## src/rtl/rgb_pixel_packer.sv

```systemverilog
// Packs the UART R,G,B byte stream into 24-bit pixels and writes them linearly into the frame buffer.
// Write issues 1 cycle after the B byte; no backpressure; optional checksum via CHECKSUM_EN.
module rgb_pixel_packer #(
    parameter int IMG_W  = 224,
    parameter int IMG_H  = 224,
    parameter int ADDR_W = 16,
    parameter int COL_W  = 8,
    parameter int ROW_W  = 8
) (
    input  logic              clk,
    input  logic              rst,
    input  logic [7:0]        in_data,
    input  logic              in_valid,
    input  logic              frame_ack,
    output logic              wr_en,
    output logic [ADDR_W-1:0] wr_addr,
    output logic [23:0]       wr_data,
    output logic [COL_W-1:0]  col,
    output logic [ROW_W-1:0]  row,
    output logic              busy,
    output logic              frame_done,
    output logic              overflow,
    output logic [15:0]       checksum
);

    typedef enum logic [1:0] {
        IDLE = 2'd0,
        FILL = 2'd1,
        DONE = 2'd2
    } state_t;

    localparam logic [ADDR_W-1:0] LAST_PIX = ADDR_W'(IMG_W * IMG_H - 1);
    localparam logic [COL_W-1:0]  LAST_COL = COL_W'(IMG_W - 1);
    localparam logic [ROW_W-1:0]  LAST_ROW = ROW_W'(IMG_H - 1);

    state_t            state, state_nxt;
    logic [1:0]        chan_idx;
    logic [7:0]        r_reg, g_reg;
    logic [ADDR_W-1:0] pix_idx;
    logic              accept, pix_write, last_pix;

    // frame_ack wins over a coincident byte, and bytes are dropped once the frame is full
    assign accept    = in_valid && !frame_ack && (state != DONE);
    assign pix_write = accept && (chan_idx == 2'd2);
    assign last_pix  = (pix_idx == LAST_PIX);
    assign busy      = (state == FILL);

    always_ff @(posedge clk or negedge rst) begin
        if (!rst) state <= IDLE;
        else      state <= state_nxt;
    end

    always_comb begin
        state_nxt = state;
        if (frame_ack) begin
            state_nxt = IDLE;
        end else begin
            case (state)
                IDLE:    if (accept) state_nxt = FILL;
                FILL:    if (pix_write && last_pix) state_nxt = DONE;
                DONE:    state_nxt = DONE;
                default: state_nxt = IDLE;
            endcase
        end
    end

    always_ff @(posedge clk or negedge rst) begin
        if (!rst) begin
            chan_idx   <= 2'd0;
            r_reg      <= 8'h00;
            g_reg      <= 8'h00;
            pix_idx    <= '0;
            col        <= '0;
            row        <= '0;
            wr_en      <= 1'b0;
            wr_addr    <= '0;
            wr_data    <= 24'h0;
            frame_done <= 1'b0;
            overflow   <= 1'b0;
        end else begin
            wr_en <= 1'b0;
            if (frame_ack) begin
                chan_idx   <= 2'd0;
                pix_idx    <= '0;
                col        <= '0;
                row        <= '0;
                frame_done <= 1'b0;
                overflow   <= 1'b0;
            end else begin
                if (in_valid && (state == DONE)) overflow <= 1'b1;
                if (accept) begin
                    case (chan_idx)
                        2'd0:    begin r_reg <= in_data; chan_idx <= 2'd1; end
                        2'd1:    begin g_reg <= in_data; chan_idx <= 2'd2; end
                        default: chan_idx <= 2'd0;
                    endcase
                end
                if (pix_write) begin
                    wr_en   <= 1'b1;
                    wr_addr <= pix_idx;
                    wr_data <= {r_reg, g_reg, in_data};
                    if (last_pix) begin
                        pix_idx    <= '0;
                        frame_done <= 1'b1;
                    end else begin
                        pix_idx <= pix_idx + ADDR_W'(1);
                    end
                    if (col == LAST_COL) begin
                        col <= '0;
                        row <= (row == LAST_ROW) ? '0 : row + ROW_W'(1);
                    end else begin
                        col <= col + COL_W'(1);
                    end
                end
            end
        end
    end

`ifdef CHECKSUM_EN
    logic [15:0] csum;

    always_ff @(posedge clk or negedge rst) begin
        if (!rst)           csum <= 16'h0000;
        else if (frame_ack) csum <= 16'h0000;
        else if (accept)    csum <= csum + {8'h00, in_data};
    end

    assign checksum = csum;
`else
    assign checksum = 16'h0000;
`endif

endmodule

```

## config.mk

```make
export PLATFORM = sky130hd
export DESIGN_NAME = rgb_pixel_packer
export DESIGN_NICKNAME = d
export VERILOG_FILES = /design/src/rtl/rgb_pixel_packer.sv
export SDC_FILE = /design/constraint.sdc
export NUM_CORES = 1
export LEC_CHECK = 0
export CORE_UTILIZATION = 35
export DETAILED_ROUTE_END_ITERATION = 8
export GPL_ROUTABILITY_DRIVEN = 0
export GPL_TIMING_DRIVEN = 0
export PLACE_DENSITY = 0.67
export SLEW_MARGIN = 30
export SYNTH_ARGS = -nofsm -noshare
export SYNTH_HDL_FRONTEND = slang
export SYNTH_SLANG_ARGS = --single-unit
```

## constraint.sdc

```tcl
create_clock -name clk -period 1.8 [get_ports clk]
set_input_delay 0.27 -clock clk [delete_from_list [all_inputs] [get_ports clk]]
set_output_delay 0.27 -clock clk [all_outputs]
set_load 0.005 [all_outputs]
```

==> results of run 1 <==
[cell usage after synthesis, drive strengths merged, types with 2 or more instances]
cell type,count
nor2,20
clkbuf,6
a31oi,2
o31ai,7
and2,4
nor3,3
o21ai,10
and4,4
xor2,13
or3b,2
o211ai,8
mux2,16
or4,3
o2111ai,4
ha,6
buf,28
nand2,142
inv,5
o21a,2
dfrtp,95
xnor2,2
nand4,10
and3,5
nand3,5
o311ai,2
a21oi,16
or3,10
[area by class of cell]
class / instances / share of cell area (%)
buffer: 34 / 4.57
tap: 168 / 3.33
inverter: 5 / 0.377
clock inverter: 6 / 1.19
timing repair buffer: 97 / 15.4
clock buffer: 10 / 3.79
multi-input combinational: 326 / 33.6
sequential: 95 / 37.8
[what timing repair did]
| item | in CTS | in global routing |
|---|---|---|
| cloned | 1 | 0 |
| gates resized for setup | 66 | 26 |
| pin swaps | 26 | 14 |
| endpoints found under the hold margin | 36 | 0 |
| hold buffers | 1 | 0 |
| endpoints found under the setup margin | 94 | 76 |
| setup buffers | 11 | 12 |
[kinds of logic after synthesis]
logic type	count (synthesis)	share of synthesized area, %
other	1	0.0855
AO/OA/AOI/OAI	56	8.90
multiplexers	17	4.34
adder cells (fa/ha/maj)	6	1.71
AND/OR/NAND/NOR	216	22.5
XOR/XNOR	15	3.00
flip-flops	95	54.2
buffers and inverters	39	5.25
[power breakdown]
part | leakage [nW] | switching [mW] | internal, mW
Combinational | 1.44 | 0.589 | 0.930
Sequential | 1.27 | 0.233 | 2.53
Clock | 0.152 | 0.858 | 1.14
Total | 2.86 | 1.68 | 4.60
[layer usage]
layer	up-vias	wire, microns	global-route usage [%]
met3	9	447	2.18
met1	1814	4970	24.0
li1	1737	-	-
met2	100	5410	28.6
met5	-	0	0
met4	0	102	5.02
[worst max path at each step]
stage,from,end,depth (start not counted)
detailed placement,frame_ack,overflow$_DFFE_PN0P_,5
floorplan,state[0]$_DFFE_PN0P_,row[5]$_DFFE_PN0P_,7
global route,state[0]$_DFFE_PN0P_,pix_idx[4]$_DFFE_PN0P_,8
global placement,rst,wr_addr[10]$_DFFE_PN0P_,1
finish,state[1]$_DFFE_PN0P_,state[0]$_DFFE_PN0P_,6
CTS,state[1]$_DFFE_PN0P_,pix_idx[13]$_DFFE_PN0P_,5
[stage by stage]
step	setup WS, ns	utilization [%]	setup TNS [ns]
finish	0.0172	52.0	0
global route	-0.0532	52.0	-0.579
CTS	-0.0153	50.4	-0.0153
detailed placement	-0.705	44.6	-38.67
global placement	-2.96	44.4	-316.11
floorplan	-0.0197	-	-0.0460
[layout by cell type (no fill, tap or decap), drive strengths merged, types with 8 or more instances in the layout]
cell and instances:
nand2 142, dfrtp 95, clkdlybuf4s50 68, buf 54
nor2 20, conb 16, a21oi 16, clkbuf 16
mux2 16, xor2 13, nand4 10, o21ai 10
or3 10, o211ai 8, inv 8
==> reports/metrics.csv, run 1 <==
metric;value;unit
root_buffer;clkbuf_16;
synthArstFlopShare;100;%
die_width;114;microns
cts_buffer_depth;2;
grt_max_degree;60;
cts_made_buffers;9;
start_util;36.2;%
grt_util_all_layers;17.4;%
vias;3660;
power;6.28;mW
fin_area;0.00630;sq mm
crit_arrival;1.98;ns
slew_violations;0;
synthCells;445;
seq_area;0.00238;sq mm
syn_area;0.00438;sq mm
largest_registers;wr_data x24, pix_idx x16, wr_addr x16;
rows;40;
clock-skew-final;0.00883;ns
final-hold-violation-count;0;
cts.sinks;95;
dp_hpwl;7150;microns
cts_tree;yes;
synth_top_area_share;54.2;%
yosysWarnings;0;
htreeDepth;3;
cap_violations;0;
ys.flop_type;dfrtp_1;
antenna_found_initial;0;
critPathSlowestCell;dfrtp_1;
syn_to_final_growth;43.8;%
largest_reg_flops;24;
cp.required;2.00;ns
crit_family;simple AND/OR/NAND/NOR gates;
critPathMaxFanout;5;
setup_viol;0;
ir_drop;0.452;mV
grt_pass1_vias;3527;
slowest_delay;0.41;ns
synthTopCellsByArea;dfrtp_1 54%, nand2_1 12%, mux2_2 4.1%, buf_4 3.3%, xor2_1 2.6%;
rsz0062_at_grt;yes;
path_cells;ha_4 -> and4bb_4 -> nand2_4 -> buf_8 -> o311ai_2 -> o211ai_1;
drt_iter0_markers;144;
clk_pin_slew;0.07;ns
crit_buf_inv;1;
synth.avg_cell_area;9.85;sq um
firstDrtPassIters;5;
drc;0;
drive_gt1_share;23.9;%
final_antenna_net_count;0;
fp.dieH;114;microns
fill_cells;1064;
reg2reg_slack;0.02;ns
yosysTopAreaCell;dfrtp_1;
finalCritPeriodShare;99.0;%
r2r_start;state[1]$_DFFE_PN0P_;
overflow;0;
finalHoldWorstSlack;0.402;ns
p_per_area;995;mW/mm^2
nNetsFinal;586;
dp_cells;700;
r2r_end;state[0]$_DFFE_PN0P_;
criticalPathCategory;reg2reg;
final.min_clock_period;1.78;ns
avgViaCountPerCell;4.94;
end_kind;register;
leakage;2.86;nW
antenna_cells;0;
portBuffers;71;
grt_pass1_wl;17900;microns
wire_per_inst;14.7;microns
worst_hold_path_type;in2async;
dpl-instance-area;0.00540;sq mm
top_register;wr_data;
multi_input_area;0.00212;sq mm
synth.distinct_cells;51;
clock.fmax;561;MHz
rr_worst_depth;6;
synth-seq-cells;95;
cp-start-kind;register;
final_cells;741;
wirelength;10900;microns
synth_edf_count;0;
core-area;0.0121;sq mm
status;complete, no violations;
boundaryPins;88;
clk_latency;0.34;ns
ys_seq_area_share;54.2;%
dieArea;0.0130;sq mm
Power figures use the tool's default switching activity.
==> run 2, diff against run 1 <==
CORE_MARGIN = 10   (was default)
==> run 2 against run 1 <==
Compared with the run above: the flow now finishes with violations (setup timing); die area grew 34%; cell count is the same; core utilization shrank 0.93 points; worst setup slack lost 0.095 ns; maximum frequency shrank 5.1%; combinational power is essentially flat; sequential cell count is the same; critical path type unchanged; highest routed layer unchanged.
==> reports/metrics.csv, run 2 (same netlist as run 1, synthesis figures left out) <==
metric;value;unit;change
cts.sinks;95;;unchanged
place_ws;-0.655;ns;was -0.705 ns
r2r_start;state[1]$_DFFE_PN0P_;;unchanged
largest_reg_flops;24;;unchanged
grt_pass1_vias;3669;;was 3527
seq_area;0.00238;sq mm;unchanged
dp_hpwl;8040;microns;was 7150 microns
crit_arrival;2.10;ns;was 1.98 ns
grt_util_all_layers;13.1;%;was 17.4%
worst_hold_path_type;in2async;;unchanged
critPathMaxFanout;4;;was 5
clock-skew-final;0.00943;ns;was 0.00883 ns
syn_to_final_growth;41.8;%;was 43.8%
worstSetupStartpoint;state[1]$_DFFE_PN0P_;;unchanged
antenna_found_initial;0;;unchanged
core-area;0.0122;sq mm;was 0.0121 sq mm
drive_gt1_share;22.5;%;was 23.9%
status;complete, but fails checks;;was complete, no violations
fp.dieH;132;microns;was 114 microns
criticalPathCategory;reg2reg;;unchanged
finalCritPeriodShare;104;%;was 99.0%
r2r_end;pix_idx[9]$_DFFE_PN0P_;;was state[0]$_DFFE_PN0P_
cts_made_buffers;9;;unchanged
drc;0;;unchanged
final.min_clock_period;1.88;ns;was 1.78 ns
grt_pass1_wl;18900;microns;was 17900 microns
fin_ws;-0.0782;ns;was 0.0172 ns
dieArea;0.0174;sq mm;was 0.0130 sq mm
firstDrtPassIters;4;;was 5
leakage;2.87;nW;was 2.86 nW
antenna_cells;0;;unchanged
top_register;wr_data;;unchanged
power;6.12;mW;was 6.28 mW
final_antenna_net_count;0;;unchanged
die_width;132;microns;was 114 microns
slew_violations;0;;unchanged
cp.required;2.02;ns;was 2.00 ns
setup_viol;26;;was 0
layout_common_cells;139 x nand2_1, 93 x dfrtp_1, 68 x clkdlybuf4s50_1, 36 x buf_4, 19 x nor2_1;;was 138 x nand2_1, 93 x dfrtp_1, 68 x clkdlybuf4s50_1, 36 x buf_4, 19 x nor2_1
ir_drop;0.444;mV;was 0.452 mV
violations;setup timing;;
reg2reg_slack;-0.08;ns;was 0.02 ns
nNetsFinal;587;;was 586
cts_buffer_depth;2;;unchanged
largest_registers;wr_data x24, pix_idx x16, wr_addr x16;;unchanged
fill_cells;1076;;was 1064
overflow;0;;unchanged
final_common_cell;nand2_1;;unchanged
portBuffers;71;;unchanged
wirelength;11600;microns;was 10900 microns
cap_violations;0;;unchanged
start_util;36.0;%;was 36.2%
drt_iter0_markers;202;;was 144
clk_latency;0.35;ns;was 0.34 ns
avgViaCountPerCell;4.85;;was 4.94
rsz0062_at_grt;yes;;unchanged
root_buffer;clkbuf_16;;unchanged
clk_pin_slew;0.07;ns;about the same
cts_tree;yes;;unchanged
clock.fmax;532;MHz;was 561 MHz
grt_max_degree;53;;was 60
end_kind;register;;unchanged
final-hold-violation-count;0;;unchanged
htreeDepth;3;;unchanged
cp-start-kind;register;;unchanged
rr_worst_depth;7;;was 6
p_per_area;985;mW/mm^2;was 995 mW/mm^2
wire_per_inst;15.7;microns;was 14.7 microns
multi_input_area;0.00204;sq mm;was 0.00212 sq mm
rows;40;;unchanged
vias;3597;;was 3660
boundaryPins;88;;unchanged
-- run 2: area by class of cell --
cell class,count,share of cell area (%)
Buffer,34,4.55
Clock buffer,10,3.84
Clock inverter,5,0.684
Inverter,5,0.382
Multi-Input combinational cell,326,32.9
Sequential cell,95,38.3
Tap cell,168,3.38
Timing Repair Buffer,98,16.0
-- run 2: power breakdown --
part           internal, mW  switching [mW]  leakage [nW]  total, mW
sequential             2.53           0.243          1.27       2.77
clock                 0.983           0.822         0.141       1.81
combinational         0.934           0.609          1.46       1.54
total                  4.45            1.67          2.87       6.12
-- run 2: metrics by stage --
step	instances	hold slack, ns	TNS (ns)	instance area [sq um]	util, %
final	741	0.419	-1.17	6220	51.1
after global routing	741	0.483	-2.14	6220	51.1
after floorplan	460	-0.0256	-0.0460	4450	-
after CTS	728	0.428	-0.910	6000	49.4
after detailed placement	700	0.233	-36.40	5400	44.4
after global placement	699	0.444	-319.58	5370	44.2
-- run 2: layer usage --
layer	part of all wire, %	vias to the layer above	GRT usage (%)	wire [microns]
met5	0	-	0	0
met4	2.3	0	5.75	264
met3	5.3	21	3.13	621
met2	48	103	20.8	5570
met1	44	1724	16.6	5160
li1	-	1749	-	-
-- run 2: worst max-delay path by stage --
stage	to	slack [ns]
5_1_grt	pix_idx[11]$_DFFE_PN0P_	-0.12
2_1_floorplan	row[5]$_DFFE_PN0P_	-0.02
6_report	pix_idx[9]$_DFFE_PN0P_	-0.08
3_5_place_dp	col[4]$_DFFE_PN0P_	-0.66
4_1_cts	pix_idx[12]$_DFFE_PN0P_	-0.09
3_3_place_gp	wr_addr[10]$_DFFE_PN0P_	-3.01
-- run 2: what timing repair did --
item                                   CTS  global route
endpoints found under the hold margin   43             0
setup endpoints to repair               93            88
hold buffers                             1             0
setup buffers                           11            12
gates cloned                             1             1
gates resized for setup                 49            31
pin swaps                                9             7
-- run 2: worst max-delay path, cell delays in order (launching register included) --
cell and delay (ns):
dfrtp_1 0.42, ha_4 0.19, and4bb_4 0.37, nand2_4 0.12, buf_12 0.15, o31ai_4 0.29, buf_6 0.17, a21oi_1 0.04
